<file path="src/rtl/serial_frame_tx_pkg.sv">
// Shared types and defaults for the serial frame transmitter.
// State encoding is fixed at 3 bits so debug taps stay stable across widths.
package serial_frame_tx_pkg;

  localparam int DFLT_PORT_W = 2;
  localparam int DFLT_CNT_W  = 4;
  localparam int DFLT_DATA_W = 15;

  localparam logic IDLE_LEVEL = 1'b1;

  typedef enum logic [2:0] {
    IDLE  = 3'd0,
    START = 3'd1,
    PORT  = 3'd2,
    NUM   = 3'd3,
    DATA  = 3'd4,
    DONE  = 3'd5
  } state_t;

  function automatic logic is_busy(input state_t s);
    return (s == START) || (s == PORT) || (s == NUM) || (s == DATA);
  endfunction

endpackage

</file>
<file path="src/rtl/serial_frame_tx_if.sv">
// Request/line bundle between a frame requester and serial_frame_tx.
// master drives the request and watches the line; slave is the transmitter.
interface serial_frame_tx_if
  import serial_frame_tx_pkg::*;
#(
  parameter int PORT_W = DFLT_PORT_W,
  parameter int CNT_W  = DFLT_CNT_W,
  parameter int DATA_W = DFLT_DATA_W
);
  logic              start;
  logic [PORT_W-1:0] portIn;
  logic [CNT_W-1:0]  numIn;
  logic [DATA_W-1:0] dataIn;
  logic              serOut;
  logic              busy;
  logic              done;

  modport master (output start, portIn, numIn, dataIn, input serOut, busy, done);
  modport slave  (input start, portIn, numIn, dataIn, output serOut, busy, done);
endinterface

</file>
<file path="src/rtl/tx_bit_cnt.sv">
// Loadable down-counter marking the last tick of each frame field.
// Latency: zero reflects the count one clkEn tick after ld/dec; holds at zero.
module tx_bit_cnt #(
  parameter int CNT_W = 4
) (
  input  logic             clk,
  input  logic             rst,
  input  logic             clkEn,
  input  logic             ld,
  input  logic             dec,
  input  logic [CNT_W-1:0] ld_val,
  output logic             zero
);

  logic [CNT_W-1:0] cnt;

  always_ff @(posedge clk or posedge rst) begin
    if (rst) begin
      cnt <= '0;
    end else if (clkEn) begin
      if (ld) begin
        cnt <= ld_val;
      end else if (dec && !zero) begin
        cnt <= cnt - 1'b1;
      end
    end
  end

  assign zero = (cnt == '0);

endmodule

</file>
<file path="src/rtl/serial_frame_tx.sv">
// Serialises start bit, port (MSB first), length (MSB first), payload (LSB first).
// Latency: start bit one clkEn tick after accept; no backpressure, start ignored unless IDLE.
module serial_frame_tx
  import serial_frame_tx_pkg::*;
#(
  parameter int PORT_W = DFLT_PORT_W,
  parameter int CNT_W  = DFLT_CNT_W,
  parameter int DATA_W = DFLT_DATA_W
) (
  input logic              clk,
  input logic              rst,
  input logic              clkEn,
  serial_frame_tx_if.slave req
);

  localparam int HDR_W = PORT_W + CNT_W;

  state_t            state, state_nxt;
  logic [HDR_W-1:0]  hdr, hdr_nxt;
  logic [DATA_W-1:0] pay, pay_nxt;
  logic [CNT_W-1:0]  num;
  logic              ser, ser_nxt;
  logic              busy_q, busy_nxt;
  logic              done_q, done_nxt;
  logic              accept;
  logic              cnt_ld, cnt_dec, cnt_zero;
  logic [CNT_W-1:0]  cnt_val;

  assign accept = (state == IDLE) && req.start;

  tx_bit_cnt #(.CNT_W(CNT_W)) u_cnt (
    .clk    (clk),
    .rst    (rst),
    .clkEn  (clkEn),
    .ld     (cnt_ld),
    .dec    (cnt_dec),
    .ld_val (cnt_val),
    .zero   (cnt_zero)
  );

  // Outputs are flopped alongside the state so the line never glitches.
  always_ff @(posedge clk or posedge rst) begin
    if (rst) begin
      state  <= IDLE;
      hdr    <= '0;
      pay    <= '0;
      num    <= '0;
      ser    <= IDLE_LEVEL;
      busy_q <= 1'b0;
      done_q <= 1'b0;
    end else if (clkEn) begin
      state  <= state_nxt;
      hdr    <= hdr_nxt;
      pay    <= pay_nxt;
      ser    <= ser_nxt;
      busy_q <= busy_nxt;
      done_q <= done_nxt;
      if (accept) begin
        num <= req.numIn;
      end
    end
  end

  // The counter is loaded with (field length - 1) on the tick before each field.
  always_comb begin
    state_nxt = state;
    cnt_ld    = 1'b0;
    cnt_dec   = 1'b0;
    cnt_val   = '0;
    case (state)
      IDLE:  if (req.start) state_nxt = START;
      START: begin
        state_nxt = PORT;
        cnt_ld    = 1'b1;
        cnt_val   = CNT_W'(PORT_W - 1);
      end
      PORT: begin
        if (cnt_zero) begin
          state_nxt = NUM;
          cnt_ld    = 1'b1;
          cnt_val   = CNT_W'(CNT_W - 1);
        end else begin
          cnt_dec = 1'b1;
        end
      end
      NUM: begin
        if (cnt_zero) begin
          if (num != '0) begin
            state_nxt = DATA;
            cnt_ld    = 1'b1;
            cnt_val   = num - 1'b1;
          end else begin
            state_nxt = DONE;
          end
        end else begin
          cnt_dec = 1'b1;
        end
      end
      DATA: begin
        if (cnt_zero) state_nxt = DONE;
        else          cnt_dec   = 1'b1;
      end
      DONE:    state_nxt = IDLE;
      default: state_nxt = IDLE;
    endcase
  end

  always_comb begin
    hdr_nxt = hdr;
    pay_nxt = pay;
    if (accept) begin
      hdr_nxt = {req.portIn, req.numIn};
      pay_nxt = req.dataIn;
    end else if ((state == PORT) || (state == NUM)) begin
      hdr_nxt = {hdr[HDR_W-2:0], 1'b0};
    end else if (state == DATA) begin
      pay_nxt = {1'b0, pay[DATA_W-1:1]};
    end

    case (state_nxt)
      START:     ser_nxt = ~IDLE_LEVEL;
      PORT, NUM: ser_nxt = hdr_nxt[HDR_W-1];
      DATA:      ser_nxt = pay_nxt[0];
      default:   ser_nxt = IDLE_LEVEL;
    endcase

    busy_nxt = is_busy(state_nxt);
    done_nxt = (state_nxt == DONE);
  end

  assign req.serOut = ser;
  assign req.busy   = busy_q;
  assign req.done   = done_q;

endmodule

</file>
<file path="src/flat_wrapper.sv">
// flat-port wrapper written by rule: the top's interface ports become plain ports
module serial_frame_tx_flat import serial_frame_tx_pkg::*;
#(
  parameter int PORT_W = DFLT_PORT_W,
  parameter int CNT_W  = DFLT_CNT_W,
  parameter int DATA_W = DFLT_DATA_W
)
  (clk, rst, clkEn, req_start, req_portIn, req_numIn, req_dataIn, req_serOut, req_busy, req_done);
  serial_frame_tx_if #(.PORT_W(PORT_W), .CNT_W(CNT_W), .DATA_W(DATA_W)) req_i ();
  input logic clk;
  input logic rst;
  input logic clkEn;
  input wire logic [$bits(req_i.start)-1:0] req_start;
  input wire logic [$bits(req_i.portIn)-1:0] req_portIn;
  input wire logic [$bits(req_i.numIn)-1:0] req_numIn;
  input wire logic [$bits(req_i.dataIn)-1:0] req_dataIn;
  output wire logic [$bits(req_i.serOut)-1:0] req_serOut;
  output wire logic [$bits(req_i.busy)-1:0] req_busy;
  output wire logic [$bits(req_i.done)-1:0] req_done;
  assign req_i.start = req_start;
  assign req_i.portIn = req_portIn;
  assign req_i.numIn = req_numIn;
  assign req_i.dataIn = req_dataIn;
  assign req_serOut = req_i.serOut;
  assign req_busy = req_i.busy;
  assign req_done = req_i.done;
  serial_frame_tx #(.PORT_W(PORT_W), .CNT_W(CNT_W), .DATA_W(DATA_W)) u_core (.clk(clk), .rst(rst), .clkEn(clkEn), .req(req_i));
endmodule
</file>
<file path="config.mk">
export PLATFORM = sky130hd
export DESIGN_NAME = serial_frame_tx_flat
export DESIGN_NICKNAME = d
export VERILOG_FILES = /design/src/rtl/serial_frame_tx_pkg.sv /design/src/rtl/serial_frame_tx_if.sv /design/src/rtl/tx_bit_cnt.sv /design/src/rtl/serial_frame_tx.sv /design/src/flat_wrapper.sv
export SDC_FILE = /design/constraint.sdc
export NUM_CORES = 1
export LEC_CHECK = 0
export CORE_ASPECT_RATIO = 0.9
export CORE_MARGIN = 2
export CORE_UTILIZATION = 25
export CTS_CLUSTER_SIZE = 30
export DETAILED_ROUTE_END_ITERATION = 12
export PLACE_DENSITY = 0.41
export RECOVER_POWER = 100
export SETUP_SLACK_MARGIN = 0.3
export SYNTH_ARGS = -nofsm -noshare
export SYNTH_HDL_FRONTEND = slang
export SYNTH_SLANG_ARGS = --single-unit
</file>
<file path="constraint.sdc">
create_clock -name clk -period 1.7 [get_ports clk]
set_input_delay 0.255 -clock clk [delete_from_list [all_inputs] [get_ports clk]]
set_output_delay 0.255 -clock clk [all_outputs]
set_load 0.05 [all_outputs]
</file>
==> results of run 1 <==
Yosys cell counts (2+ instances only):
| cell | count | share of area (%) |
|---|---|---|
| o22ai_1 | 4 | 1.3 |
| a32oi_1 | 2 | 0.93 |
| o21ai_0 | 3 | 0.80 |
| nor3_1 | 3 | 0.80 |
| nand3_1 | 3 | 0.80 |
| a22o_1 | 9 | 4.2 |
| mux2_1 | 4 | 2.4 |
| buf_2 | 7 | 1.9 |
| inv_1 | 12 | 2.4 |
| nor2_1 | 7 | 1.4 |
| dfrtp_1 | 34 | 45 |
| nand2b_1 | 4 | 1.3 |
| o21ai_1 | 19 | 5.1 |
| a32o_1 | 2 | 1.1 |
| nor2b_1 | 2 | 0.67 |
| clkbuf_1 | 3 | 0.60 |
| a22oi_1 | 13 | 5.2 |
| mux2i_1 | 2 | 1.1 |
| a21oi_1 | 8 | 2.1 |
| nand2_1 | 21 | 4.2 |
| ha_1 | 2 | 1.3 |
area by class of cell:
| type | instances | area [um2] |
|---|---|---|
| Fill cell | 707 | 4450 |
| Multi-Input combinational cell | 133 | 1050 |
| Sequential cell | 35 | 878 |
| Timing Repair Buffer | 60 | 497 |
| Tap cell | 93 | 116 |
| Clock buffer | 5 | 68.8 |
| Inverter | 13 | 48.8 |
| Clock inverter | 3 | 43.8 |
routing by layer:
metal  up-vias  track usage, %  routed length (um)
li1        808               -                   -
met1       779            18.8                2580
met2        18            20.4                2430
met3         2            2.61                 101
met4         0            3.95                  36
met5         -               0                   0
final timing paths:
path / cells past startpoint / from / end / slack (ns)
hold reg to reg: 2 / u_core.req.serOut / u_core.req.serOut / 0.48
max in group asynchronous: 3 / rst / u_core.state[1] / 0.41
min in group asynchronous: 3 / rst / u_core.pay[14] / 0.67
setup reg to reg: 7 / u_core.num[1] / u_core.u_cnt.cnt[0] / -0.11
hold / removal: 2 / u_core.req.serOut / u_core.req.serOut / 0.48
setup / recovery: 7 / u_core.num[1] / u_core.u_cnt.cnt[0] / -0.11
worst register-to-register path, cell delays in order (launching register included):
cell	delay (ns)
dfrtp_1	0.38
inv_1	0.06
ha_2	0.16
or3b_4	0.39
or3_4	0.41
nand3_4	0.13
a221oi_2	0.05
a21o_1	0.15
per-stage QoR:
step | worst slack [ns] | instances | TNS [ns] | power, mW | hold slack [ns]
3_3_place_gp | -0.139 | 326 | -1.71 | 3.30 | 0.472
3_5_place_dp | -0.166 | 326 | -1.93 | 3.28 | 0.473
4_1_cts | -0.112 | 340 | -0.460 | 4.32 | 0.313
6_report | -0.113 | 342 | -0.424 | 4.33 | 0.479
2_1_floorplan | -0.105 | 192 | -0.295 | 2.61 | 0.387
5_1_grt | -0.199 | 342 | -1.38 | 4.65 | 0.505
power by group through the flow:
stage                     logic [mW]  clock network (mW)  registers, mW
after global placement          1.98                   0           1.32
after CTS                       2.20               0.793           1.32
after floorplan                 1.25                   0           1.36
final                           2.26               0.763           1.31
after global routing            2.48               0.826           1.34
after detailed placement        1.96                   0           1.32
registers in the layout, summed over array words and instances, names as in the netlist:
name / count
u_core.pay: 15
u_core.req.serOut: 1
u_core.req.busy: 1
u_core.state: 3
u_core.hdr: 6
u_core.req.done: 1
u_core.u_cnt.cnt: 4
u_core.num: 4
logic make-up (layout without fill, tap and decap cells):
family / count (synthesis) / count (layout) / synth area share (%)
buffers and inverters: 24 / 81 / 5.46
multiplexers: 7 / 7 / 4.06
AND/OR/NAND/NOR: 50 / 50 / 14.7
AO/OA/AOI/OAI: 72 / 72 / 26.8
XOR/XNOR: 2 / 2 / 0.933
flip-flops: 35 / 35 / 46.7
adder cells (fa/ha/maj): 2 / 2 / 1.33
what timing repair did:
item	4_1_cts	5_1_grt
gates cloned	1	1
hold buffers	0	0
pin swaps	15	4
endpoints found under the setup margin	28	34
gates resized for setup	33	12
setup buffers	5	1
hold endpoints to repair	0	0
==> results.py, run 1 <==
metrics = {
    "sta": {
        "period_share_pct": 107,
        "slew_violations": 0,
        "clock.fmax_mhz": 552,
        "maxSlewHeadroom_pct": 39.2,
        "tightest_slew_ns": 0.912,
        "rsz0062_at_grt": "yes",
        "finalWorstSetupSlack_ns": -0.113,
        "setup_viol": 6,
        "period_needed_ns": 1.81,
        "fin_worst_skew_ns": 0.00593,
        "hold_viol": 0,
    },
    "layout": {
        "post-route-cell-area_mm2": 0.00270,
        "nets": 275,
        "antennaDiodeCount": 0,
        "postLayoutCoreUtil_pct": 37.8,
        "drive_above_1_share_pct": 32.9,
        "syn_to_final_growth_pct": 43.8,
        "final_common_cell": "dfrtp_1",
        "layout_common_cells": "dfrtp_1 (33), clkdlybuf4s50_1 (22), buf_4 (22)",
    },
    "yosys": {
        "netlist_instances": 192,
        "yosysWarnings": 0,
        "ys_seq_elements": 35,
        "synth-edff-count": 0,
        "syn_avg_cell_area_um2": 9.78,
        "synth_area_mm2": 0.00188,
        "ys_async_sr_fraction_pct": 100,
        "seq_area_frac_synth_pct": 46.7,
        "synth_nets": 219,
        "yosysUniqueCellTypes": 49,
        "ys.flop_type": "dfrtp_1",
    },
    "global_routing": {
        "grt.total_usage_pct": 13.2,
        "grt_first_pass_wirelength_mm": 8.34,
        "grt_max_degree": 36,
        "antenna_found_initial": 0,
        "first_global_vias": 1636,
        "grt_overflow": 0,
    },
    "setup_path": {
        "critPathCaptureType": "flip-flop",
        "start_kind": "flip-flop",
        "path_cells": "inv_1, ha_2, or3b_4, or3_4, nand3_4, a221oi_2, a21o_1",
        "path_delay_family": "simple AND/OR/NAND/NOR gates",
        "crit_path_top_delay_cell": "or3_4",
        "crit_fanout": 8,
        "cp.required_ns": 1.89,
        "cp.arrival_ns": 2.00,
        "critPathKind": "reg2reg",
        "cpPeakStageDelay_ns": 0.41,
        "critPathBufInv": 1,
    },
    "job": {
        "drv_cap": 0,
    },
    "clocking": {
        "cts_inserted_buffers": 5,
        "cts_root_buf": "clkbuf_8",
        "clk_latency_ns": 0.29,
        "cts_buffer_depth": 2,
        "htreeDepth": 2,
        "path_clk_slew_ns": 0.08,
        "cts_tree": "yes",
        "cts.sink_count": 35,
    },
    "detailed_routing": {
        "wl_mm": 5.15,
        "num_vias": 1607,
        "first_pass_iters": 4,
        "drc": 0,
        "postRouteAntennaNets": 0,
        "wire_per_inst_um": 15.0,
        "detail_route.vias_per_cell": 4.70,
        "drt_iter0_drc": 60,
    },
    "min_path": {
        "hp-class": "reg2reg",
    },
    "die": {
        "start_util_pct": 26.3,
        "die_h_um": 86.2,
        "fp.dieArea_mm2": 0.00822,
        "core_mm2": 0.00715,
        "num_rows": 29,
        "die_w_um": 95.4,
        "num_io_pins": 28,
    },
    "pwr": {
        "clkPwrFrac_pct": 17.6,
        "p_leak_nw": 1.12,
        "vdd_drop_max_mv": 0.511,
        "p_seq_share_pct": 30.2,
        "combinationalPowerShare_pct": 52.2,
        "power_density_mw_per_mm2": 1600,
        "switchingPower_mw": 1.67,
        "p_int_mw": 2.66,
        "swShare_pct": 38.6,
    },
    "outcome": {
        "status": "finished with violations",
        "violations": "negative setup slack",
    },
    "place": {
        "numPortBuffers": 27,
        "dp_hpwl_mm": 3.34,
        "place.gp.congestion": 0.770,
        "place_area_mm2": 0.00244,
    },
}
(Power assumes the default switching activity.)
==> inputs of run 2 (changes only) <==
--- a/config.mk
+++ b/config.mk
@@ -10,9 +10,10 @@
 export CORE_UTILIZATION = 25
 export CTS_CLUSTER_SIZE = 30
 export DETAILED_ROUTE_END_ITERATION = 12
-export PLACE_DENSITY = 0.41
+export PLACE_DENSITY = 0.39
 export RECOVER_POWER = 100
 export SETUP_SLACK_MARGIN = 0.3
+export SLEW_MARGIN = 30
 export SYNTH_ARGS = -nofsm -noshare
 export SYNTH_HDL_FRONTEND = slang
 export SYNTH_SLANG_ARGS = --single-unit
==> constraint.sdc (replaced) <==
create_clock -name clk -period 2.1 [get_ports clk]
set_input_delay 0.315 -clock clk [delete_from_list [all_inputs] [get_ports clk]]
set_output_delay 0.315 -clock clk [all_outputs]
set_load 0.05 [all_outputs]
==> results.py, run 2 (synthesis results as in run 1) <==
metrics = {
    "sta": {
        "setup_tns_ns": 0,
        "rsz0062_at_grt": "yes",
        "setup_viol": 0,
        "slew_violations": 0,
        "fin_worst_skew_ns": 0.00609,
        "tightest_slew_ns": 0.918,
        "hold_viol": 0,
        "clock.fmax_mhz": 530,
        "period_needed_ns": 1.89,
        "period_share_pct": 89.9,
        "maxSlewHeadroom_pct": 38.8,
    },
    "min_path": {
        "hp-class": "reg2reg",
    },
    "layout": {
        "top_register": "u_core.pay",
        "multiInputGateArea_um2": 972,
        "largest_register_ffs": 15,
        "syn_to_final_growth_pct": 34.1,
        "nFillCells": 737,
        "final_common_cell": "dfrtp_1",
        "nets": 264,
        "layout_common_cells": "dfrtp_1 (33), clkdlybuf4s50_1 (23), nand2_1 (20)",
        "drive_above_1_share_pct": 22.3,
        "seqCellArea_um2": 878,
        "top_regs": "u_core.pay: 15 flops, u_core.hdr: 6 flops",
        "antennaDiodeCount": 0,
        "post-route-cell-area_mm2": 0.00252,
    },
    "detailed_routing": {
        "postRouteAntennaNets": 0,
        "num_vias": 1615,
        "detail_route.vias_per_cell": 4.88,
        "wl_mm": 4.82,
        "wire_per_inst_um": 14.6,
        "drt_iter0_drc": 72,
        "drc": 0,
        "first_pass_iters": 4,
    },
    "setup_path": {
        "ff2ff_path_depth": 7,
        "crit_fanout": 5,
        "path_cells": "inv_1, ha_4, or3b_1, o21ai_2, nand2_2, a221oi_2, a21o_1",
        "cpPeakStageDelay_ns": 0.43,
        "cp-startpoint": "u_core.u_cnt.cnt[0]",
        "reg2reg_from": "u_core.u_cnt.cnt[0]",
        "endpoint": "u_core.u_cnt.cnt[0]",
        "critPathCaptureType": "flip-flop",
        "critPathKind": "reg2reg",
        "cp.required_ns": 2.33,
        "crit_path_top_delay_cell": "or3b_1",
        "reg2reg_to": "u_core.u_cnt.cnt[0]",
        "cp.arrival_ns": 2.12,
        "regToRegSetupSlack_ns": 0.21,
        "start_kind": "flip-flop",
    },
    "global_routing": {
        "grt_max_degree": 36,
        "grt.total_usage_pct": 12.5,
        "first_global_vias": 1624,
        "grt_first_pass_wirelength_mm": 7.88,
        "met3_usage_pct": 3.04,
        "grt_overflow": 0,
        "use_met1_pct": 17.0,
        "busiest_layer": "met2",
        "antenna_found_initial": 0,
        "met2_usage_pct": 19.5,
    },
    "clocking": {
        "htreeDepth": 2,
        "cts.sink_count": 35,
        "cts_buffer_depth": 2,
        "clk_latency_ns": 0.28,
        "cts_tree": "yes",
        "cts_root_buf": "clkbuf_8",
        "path_clk_slew_ns": 0.07,
        "cts_inserted_buffers": 5,
    },
    "place": {
        "place_area_mm2": 0.00230,
        "dp_hpwl_mm": 3.31,
        "place.gp.congestion": 0.820,
        "numPortBuffers": 27,
    },
    "pwr": {
        "p_leak_nw": 1.03,
        "vdd_drop_max_mv": 0.289,
        "power_density_mw_per_mm2": 1260,
    },
    "die": {
        "core_mm2": 0.00715,
        "die_h_um": 86.2,
        "num_rows": 29,
        "fp.dieArea_mm2": 0.00822,
        "num_io_pins": 28,
        "start_util_pct": 26.3,
        "die_w_um": 95.4,
    },
    "job": {
        "drv_cap": 0,
    },
    "outcome": {
        "status": "complete, no violations",
    },
}
## run 2: changes by cell type in the layout (fill, tap and decap cells not counted), moves of 3 or more
cell | previous run | this run
o21ai_0 | 4 | 16
o21ai_1 | 14 | 4
a22oi_1 | 8 | 13
a22oi_2 | 6 | 1
buf_4 | 22 | 18
mux2_1 | 0 | 4
buf_6 | 3 | 0
clkbuf_2 | 5 | 2
mux2_4 | 4 | 1
## run 2: per-stage QoR
step | total power, mW | util (%) | hold WS [ns] | std cells | setup slack [ns]
after floorplan | 2.07 | - | 0.447 | 192 | 0.295
after global placement | 2.41 | 32.1 | 0.468 | 311 | 0.202
after detailed placement | 2.43 | 32.1 | 0.477 | 311 | 0.184
after CTS | 3.09 | 34.7 | 0.455 | 327 | 0.282
after global routing | 3.41 | 35.2 | 0.510 | 331 | 0.112
final | 3.18 | 35.2 | 0.485 | 331 | 0.212
## run 2: worst max-delay path: cells and delay by family (launching register included)
family                   cells  cell delay (ns)
flip-flops                   1             0.38
adder cells (fa/ha/maj)      1             0.16
buffers and inverters        1             0.12
AND/OR/NAND/NOR              2             0.56
AO/OA/AOI/OAI                3             0.62
## run 2: cell type report
class,instances,share of cell area (%)
Clock buffer,7,3.03
Inverter,13,1.94
Sequential cell,35,34.9
Multi-Input combinational cell,133,38.6
Tap cell,93,4.62
Clock inverter,1,0.199
Timing Repair Buffer,49,16.7
## run 2: power breakdown
part,switching [mW],leakage (nW),internal [mW],total [mW]
logic,0.790,0.537,0.766,1.56
clock network,0.247,0.0422,0.233,0.480
registers,0.247,0.450,0.894,1.14
## run 2: worst min-delay path by stage
stage | depth (start not counted) | to | slack (ns) | start
6_report | 2 | u_core.pay[9] | 0.48 | u_core.pay[9]
5_1_grt | 1 | u_core.hdr[0] | 0.51 | u_core.hdr[0]
4_1_cts | 3 | u_core.pay[13] | 0.46 | rst
3_5_place_dp | 2 | u_core.pay[2] | 0.48 | u_core.pay[2]
3_3_place_gp | 2 | u_core.pay[9] | 0.47 | u_core.pay[9]
2_1_floorplan | 1 | u_core.num[0] | 0.45 | req_numIn[0]
## run 2: timing repair
| item | in CTS | in global routing |
|---|---|---|
| gates resized for setup | 12 | 10 |
| hold buffers | 0 | 0 |
| setup buffers | 8 | 4 |
| pin swaps | 6 | 10 |
| endpoints found under the setup margin | 8 | 31 |
## run 2: routing by layer
layer	part of all wire, %	wire (um)
met5	0	0
met4	0.95	46
met3	3.3	159
met2	48	2300
met1	48	2310
